### config.mk
export PLATFORM = sky130hd
export DESIGN_NAME = aoi
export DESIGN_NICKNAME = d
export VERILOG_FILES = /design/src/rtl/aoi_pkg.sv /design/src/rtl/aoi_lane.sv /design/src/rtl/aoi.sv
export SDC_FILE = /design/constraint.sdc
export NUM_CORES = 1
export LEC_CHECK = 0
export CAP_MARGIN = 10
export CORE_AREA = 8 8 45 47
export DETAILED_ROUTE_END_ITERATION = 8
export DIE_AREA = 0 0 53 55
export GPL_TIMING_DRIVEN = 1
export SYNTH_ARGS = -nofsm -noshare
export SYNTH_HDL_FRONTEND = slang
export SYNTH_SLANG_ARGS = --single-unit
### constraint.sdc
create_clock -name clk -period 1.42 [get_ports clk]
set_input_delay 0.142 -clock clk [delete_from_list [all_inputs] [get_ports clk]]
set_output_delay 0.142 -clock clk [all_outputs]
set_load 0.02 [all_outputs]
### src/rtl/aoi_pkg.sv
// ---------------------------------------------------------------------------
// aoi_pkg
// Shared definitions for the registered and-or-invert stage.
//   aoi_mode_t     : per-lane function select (AOI22 / OAI22 / AOI21 / AO22)
//   AOI_RESET_VAL  : per-lane value of the output register after reset, which
//                    is the AOI22 result of all-zero operands
// ---------------------------------------------------------------------------
package aoi_pkg;

    typedef enum logic [1:0] {
        AOI_MODE_AOI22 = 2'd0,
        AOI_MODE_OAI22 = 2'd1,
        AOI_MODE_AOI21 = 2'd2,
        AOI_MODE_AO22  = 2'd3
    } aoi_mode_t;

    localparam logic AOI_RESET_VAL = 1'b1;

endpackage : aoi_pkg

### src/rtl/aoi_lane.sv
// ---------------------------------------------------------------------------
// aoi_lane
// Single-bit combinational and-or-invert cell with a selectable function.
// Ports:
//   a, b, c, d : operand bits
//   mode       : function select (aoi_mode_t)
//   f          : selected function of the operands
// ---------------------------------------------------------------------------
module aoi_lane
    import aoi_pkg::*;
(
    input  logic      a,
    input  logic      b,
    input  logic      c,
    input  logic      d,
    input  aoi_mode_t mode,
    output logic      f
);

    logic f_s;

    // Per-lane function select; d is unused by AOI21.
    always_comb begin
        f_s = AOI_RESET_VAL;
        case (mode)
            AOI_MODE_AOI22: f_s = ~((a & b) | (c & d));
            AOI_MODE_OAI22: f_s = ~((a | b) & (c | d));
            AOI_MODE_AOI21: f_s = ~((a & b) | c);
            AOI_MODE_AO22:  f_s = (a & b) | (c & d);
            default:        f_s = ~((a & b) | (c & d));
        endcase
    end

    assign f = f_s;

endmodule : aoi_lane

### src/rtl/aoi.sv
// ---------------------------------------------------------------------------
// aoi
// Registered and-or-invert stage over WIDTH independent lanes.
// Ports:
//   clk, rst    : rising-edge clock, synchronous active-high reset
//   a, b, c, d  : WIDTH-bit operands
//   mode        : function select, captured together with the operands
//   in_valid    : operands/mode valid this cycle
//   y_comb      : combinational result of the current inputs
//   y           : result registered on the last valid edge
//   y_valid     : y was captured on the previous edge
// ---------------------------------------------------------------------------
module aoi
    import aoi_pkg::*;
#(
    parameter int unsigned WIDTH = 1
)(
    input  logic             clk,
    input  logic             rst,
    input  logic [WIDTH-1:0] a,
    input  logic [WIDTH-1:0] b,
    input  logic [WIDTH-1:0] c,
    input  logic [WIDTH-1:0] d,
    input  logic [1:0]       mode,
    input  logic             in_valid,
    output logic [WIDTH-1:0] y_comb,
    output logic [WIDTH-1:0] y,
    output logic             y_valid
);

    aoi_mode_t        mode_s;
    logic [WIDTH-1:0] y_comb_s;
    logic [WIDTH-1:0] y_r;
    logic             y_valid_r;

    assign mode_s = aoi_mode_t'(mode);

    // One independent cell per lane; no cross-lane terms exist.
    for (genvar i = 0; i < WIDTH; i++) begin : g_lane
        aoi_lane u_lane (
            .a    (a[i]),
            .b    (b[i]),
            .c    (c[i]),
            .d    (d[i]),
            .mode (mode_s),
            .f    (y_comb_s[i])
        );
    end

    // Output register and valid flag; reset wins over a pending capture.
    always_ff @(posedge clk) begin
        if (rst) begin
            y_r       <= {WIDTH{AOI_RESET_VAL}};
            y_valid_r <= 1'b0;
        end else if (in_valid) begin
            y_r       <= y_comb_s;
            y_valid_r <= 1'b1;
        end else begin
            y_r       <= y_r;
            y_valid_r <= 1'b0;
        end
    end

    assign y_comb  = y_comb_s;
    assign y       = y_r;
    assign y_valid = y_valid_r;

endmodule : aoi

Yosys cells after proc, flatten, opt, wreduce, memory -nomap -nowiden
Cells that the tools add are included.
Storage, ports and cells
  memories kept: 0
  input bits: 9
  output and inout bits: 3
  latch bits: 0
  flip-flop bits (word level): 2
  bits in writable memories: 0
  memory bits (read-only): 0
Operators by class
  $mul: 0
  multiplexer cells: 2
  reduce and logical (&&, ||, !) cells: 1
  add/sub/neg operators: 0
  order comparisons: 0
  shifts and indexed selects: 0
  div/mod/pow operators: 0
  bitwise logic cells: 10
  equality and inequality tests: 3
Operator list (number)
  2-bit equality test, second input constant: 2
  1-bit bitwise OR: 4
  1-bit one-hot mux with 4 select lines: 1
  1-bit bitwise AND: 3
  1-bit inverter: 3
  2-bit by 1-bit equality test with 1-bit output, second input constant: 1
  2-bit logical NOT: 1
  1-bit 2-to-1 mux: 1

Longest topological paths before layout
  word-level depth: 4
  gate-level depth with buffers: 3
  gate-level depth less buffers: 3

Modules after synthesis
From an unflattened synthesis, not the netlist that was laid out.
Second synthesis, totals
  cell total of the unflattened synthesis: 15
  area total of the unflattened synthesis: 118.9 µm²
By module, submodules not included
  aoi: sequential area each 40.0 µm², times used 1, cells each 5, area an instance 61.3 µm²
  aoi_lane: sequential area each 0.0 µm², times used 1, cells each 10, area an instance 57.6 µm²

Worst setup path after synthesis
Ideal clock, no wire load.
  kind: input-to-output
  start point: input port a
  end point: output port y_comb
  setup slack: 0.672 ns
  required time: 1.278 ns
  arrival time: 0.606 ns
  stages on the path: 3
  path through: a22oi_2 -> a2bb2oi_2 -> nand2_1
Between the ends
  word-level cells in the longest chain between the ends: 4
Ends and longest elaborated chain
  from (decl): line aoi.sv:20  | input logic [WIDTH-1:0] a,
  1-bit bitwise AND / 1-bit bitwise OR (equally long branches)
  1-bit bitwise OR (tied with other cells): line aoi_lane.sv:28  | AOI_MODE_AOI21: f_s = ~((a & b) | c);
  1-bit inverter (on tied branches): line aoi_lane.sv:28, aoi_lane.sv:26, aoi_lane.sv:27
  1-bit one-hot mux with 4 select lines *: line aoi_lane.sv:25  | case (mode)
  to (decl): line aoi.sv:26  | output logic [WIDTH-1:0] y_comb,
Mark *: on every way between the ends. The rest lies on a longest branch, timed or not.

Worst setup path in the final report
  start point: input port mode[1]
  end point: output port y_comb
Between the ends
  word-level cells in the longest chain between the ends: 2
Ends and longest elaborated chain
  from (decl): line aoi.sv:24  | input logic [1:0] mode,
  2-bit equality test (tied with other cells): line aoi_lane.sv:25
  1-bit one-hot mux with 4 select lines *: line aoi_lane.sv:25
Marks and branches as above.

==> flow_metrics.tcl <==
set metrics [dict create \
    critical_path_buf_inv_count 2 \
    routed-via-count 163 \
    cp_max_fo 3 \
    critical_path.reg2reg.endpoint "y" \
    power_density_mw_per_mm2 922.4 \
    clkSlewWorstSetupHoldPaths_ns 0.03 \
    peakVddDrop_mv 0.2026 \
    initial_core_util 0.08680 \
    final_layout_size_suffix_gt1_frac 0.2143 \
    rows 14 \
    core_mm2 0.001384 \
    die_area_mm2 0.002915 \
    gpl.final_weighted_congestion 0.6508 \
    cts_tree "built" \
    mappedNetlistNets 23 \
    die_width_um 53 \
    port-buffer-count 11 \
    post_synth_instance_area_um2 120.1 \
    boundaryPins 12 \
    initial_antenna_violation_count 0 \
    timing_hold_violations_final 0 \
    die-height_um 55 \
    ctsLongestPathBuffers 2 \
    area_growth_pct 125.0 \
    design_area_um2 270.3 \
    outcome "completed" \
    setup_repair_after_global_routing_missed_its_margin "no" \
    final.setup.worst_slack_ns 0.08618 \
    max_incr_delay_on_cp_ns 0.48 \
    gr-usage-all-layers 0.03439 \
    critical_path.slowest_cell "sky130_fd_sc_hd__clkdlybuf4s50_1" \
    timing.reg2reg.setup_slack_ns 0.77 \
    netlist-cell-type-count 11 \
    crit-reg2reg-launch "y" \
    pin_count_of_the_biggest_net_entering_global_routing 4 \
    timing.max_cap.violations 0 \
    post-cts-setup-buffers 0 \
    postCtsHoldBufs 0 \
    avgViaCountPerCell 3.705 \
    place_area_um2 250.2 \
    cp_startpoint_kind "primary input" \
    hold_class "in -> reg" \
    ant_nets 0 \
    timing.fmax_ghz 0.7497 \
    final_cells 44 \
    grt_use_met3 0.04011 \
    endpoint_kind "primary output" \
    drt-wirelength-per-cell_um 8.636 \
    drt_pre_antenna_iters 2 \
    cts_made_buffers 3 \
    crit_path_cell_trace "clkdlybuf4s50_1, and2b_1, a2bb2oi_2, nand2_1, buf_2" \
    max_slew_margin 0.8524 \
    grt_pass1_wl_um 634 \
    h-tree-depth 1 \
    hold_path_depth 4 \
    synth.avg_cell_area_um2 8.580 \
    finClkSkew_ns 0 \
    max_slew.worst_pin.slew_ns 0.2207 \
    cellLeakagePower_nw 0.1118 \
    classification_of_the_worst_setup_path "in -> out" \
    drt_first_iter_violations 1 \
    synth_sequential_area_ratio 0.3333 \
    post-layout-total-power_mw 0.2493 \
    yosysWarnings 0 \
    layout_worst_path_cycle_share 0.9393 \
    route.detailed.drc 0 \
    use_met2 0.02734 \
    worst-endpoint-arrival_ns 1.19 \
    synthesis.instances 14 \
    num_antenna_cells 0 \
    crit_required_ns 1.28 \
    setup-violations-final 0 \
    reg2reg_depth 2 \
    grt_use_met1 0.03788 \
    dp.final_hpwl_um 334.6 \
    dpl.cell_count 41 \
    final_nets 39 \
    final_critical_path_time_including_i_o_delays_and_setup_ns 1.334 \
    cts.sinks 2 \
    timing.critical_path.max_delay_family "buffers and inverters" \
    finalHoldWorstSlack_ns 0.3561 \
    ys_ff_latch 2 \
    worstHoldStart "a" \
    report.final.slew_viol_count 0 \
    dp_slack_ns -0.3160 \
    grt.busiest_layer "met3" \
    drt-total-wl_um 380 \
    hold_path_end "y" \
    cts.root.buffer_cell "sky130_fd_sc_hd__clkbuf_4" \
    globalRouteOverflowTotal 0 \
    clock_insertion_delay_worst_skew_ns 0.22 \
    via_count_of_the_first_global_routing_pass 155 \
]
==> metal layers <==
| metal | share of wire | wire length [um] | up-vias |
|---|---|---|---|
| li1 | - | - | 85 |
| met1 | 0.51 | 192 | 66 |
| met2 | 0.30 | 114 | 12 |
| met3 | 0.19 | 74 | 0 |
| met4 | 0 | 0 | 0 |
| met5 | 0 | 0 | - |
==> state kept, by name, indices dropped and copies added (netlist names) <==
name	flops
y	1
y_valid	1
==> logic make-up after synthesis <==
| kind of cell | share of synthesized area |
|---|---|
| AND/OR/NAND/NOR | 0.2500 |
| AO/OA/AOI/OAI | 0.4166 |
| flip-flops | 0.3333 |
==> worst min-delay path: stages <==
cell	delay, ns
sky130_fd_sc_hd__dlymetal6s2s_1	0.13
sky130_fd_sc_hd__a21oi_1	0.08
sky130_fd_sc_hd__nand2_1	0.08
sky130_fd_sc_hd__a31oi_1	0.07
==> worst max path at each step <==
stage	slack [ns]	to	cells after the start	startpoint
floorplan	0.67	y_comb	3	a
detailed placement	-0.32	y_comb	5	a
finish	0.09	y_comb	5	mode[1]
global placement	-0.31	y_comb	5	a
CTS	0.05	y_comb	5	b
global route	0.007	y_comb	5	mode[1]
==> cells in the final DEF, fill, tap and decap left out <==
master / netlist / final
sky130_fd_sc_hd__clkdlybuf4s50_1: 0 / 9
sky130_fd_sc_hd__nor3_1: 1 / 1
sky130_fd_sc_hd__o21ai_0: 1 / 1
sky130_fd_sc_hd__dlymetal6s2s_1: 0 / 1
sky130_fd_sc_hd__nand2_1: 3 / 3
sky130_fd_sc_hd__o22ai_1: 1 / 1
sky130_fd_sc_hd__clkbuf_4: 0 / 3
sky130_fd_sc_hd__a31oi_1: 1 / 1
sky130_fd_sc_hd__nor2b_1: 1 / 1
sky130_fd_sc_hd__buf_2: 0 / 1
sky130_fd_sc_hd__a21oi_1: 1 / 1
sky130_fd_sc_hd__and2b_1: 1 / 1
sky130_fd_sc_hd__a22oi_2: 1 / 1
sky130_fd_sc_hd__a2bb2oi_2: 1 / 1
sky130_fd_sc_hd__dfxtp_1: 2 / 2
==> repair_timing <==
| action | CTS | global route |
|---|---|---|
| pin swaps | 1 | 2 |
| endpoints found under the setup margin | 1 | 1 |
| resized for setup | 4 | 1 |
| gates cloned | 0 | 0 |
==> synth_stat cells, drive strengths merged <==
cell | instances | area share
a21oi | 1 | 0.042
o21ai | 1 | 0.042
a2bb2oi | 1 | 0.12
nor3 | 1 | 0.042
nor2b | 1 | 0.052
a31oi | 1 | 0.052
a22oi | 1 | 0.10
o22ai | 1 | 0.052
nand2 | 3 | 0.094
and2b | 1 | 0.063
dfxtp | 2 | 0.33
==> layout make-up <==
cell class | instances | area [um^2]
fill | 154 | 1114
sequential | 2 | 40.04
tap | 16 | 20.02
clock buffer | 3 | 22.52
multi-input combinational | 12 | 80.08
timing repair buffer | 11 | 107.6
==> report_power, final <==
group | internal [mW] | leakage (nW) | switching, mW
logic | 0.0389 | 0.0814 | 0.0280
registers | 0.0606 | 0.0167 | 0.00124
clock network | 0.0928 | 0.0138 | 0.0277
==> through the flow <==
stage	TNS, ns	util
floorplan	0	-
global placement	-0.3064	0.1808
detailed placement	-0.3160	0.1808
CTS	0	0.1935
global route	0	0.1953
finish	0	0.1953
Note: power is estimated with default switching activity, not from simulation.
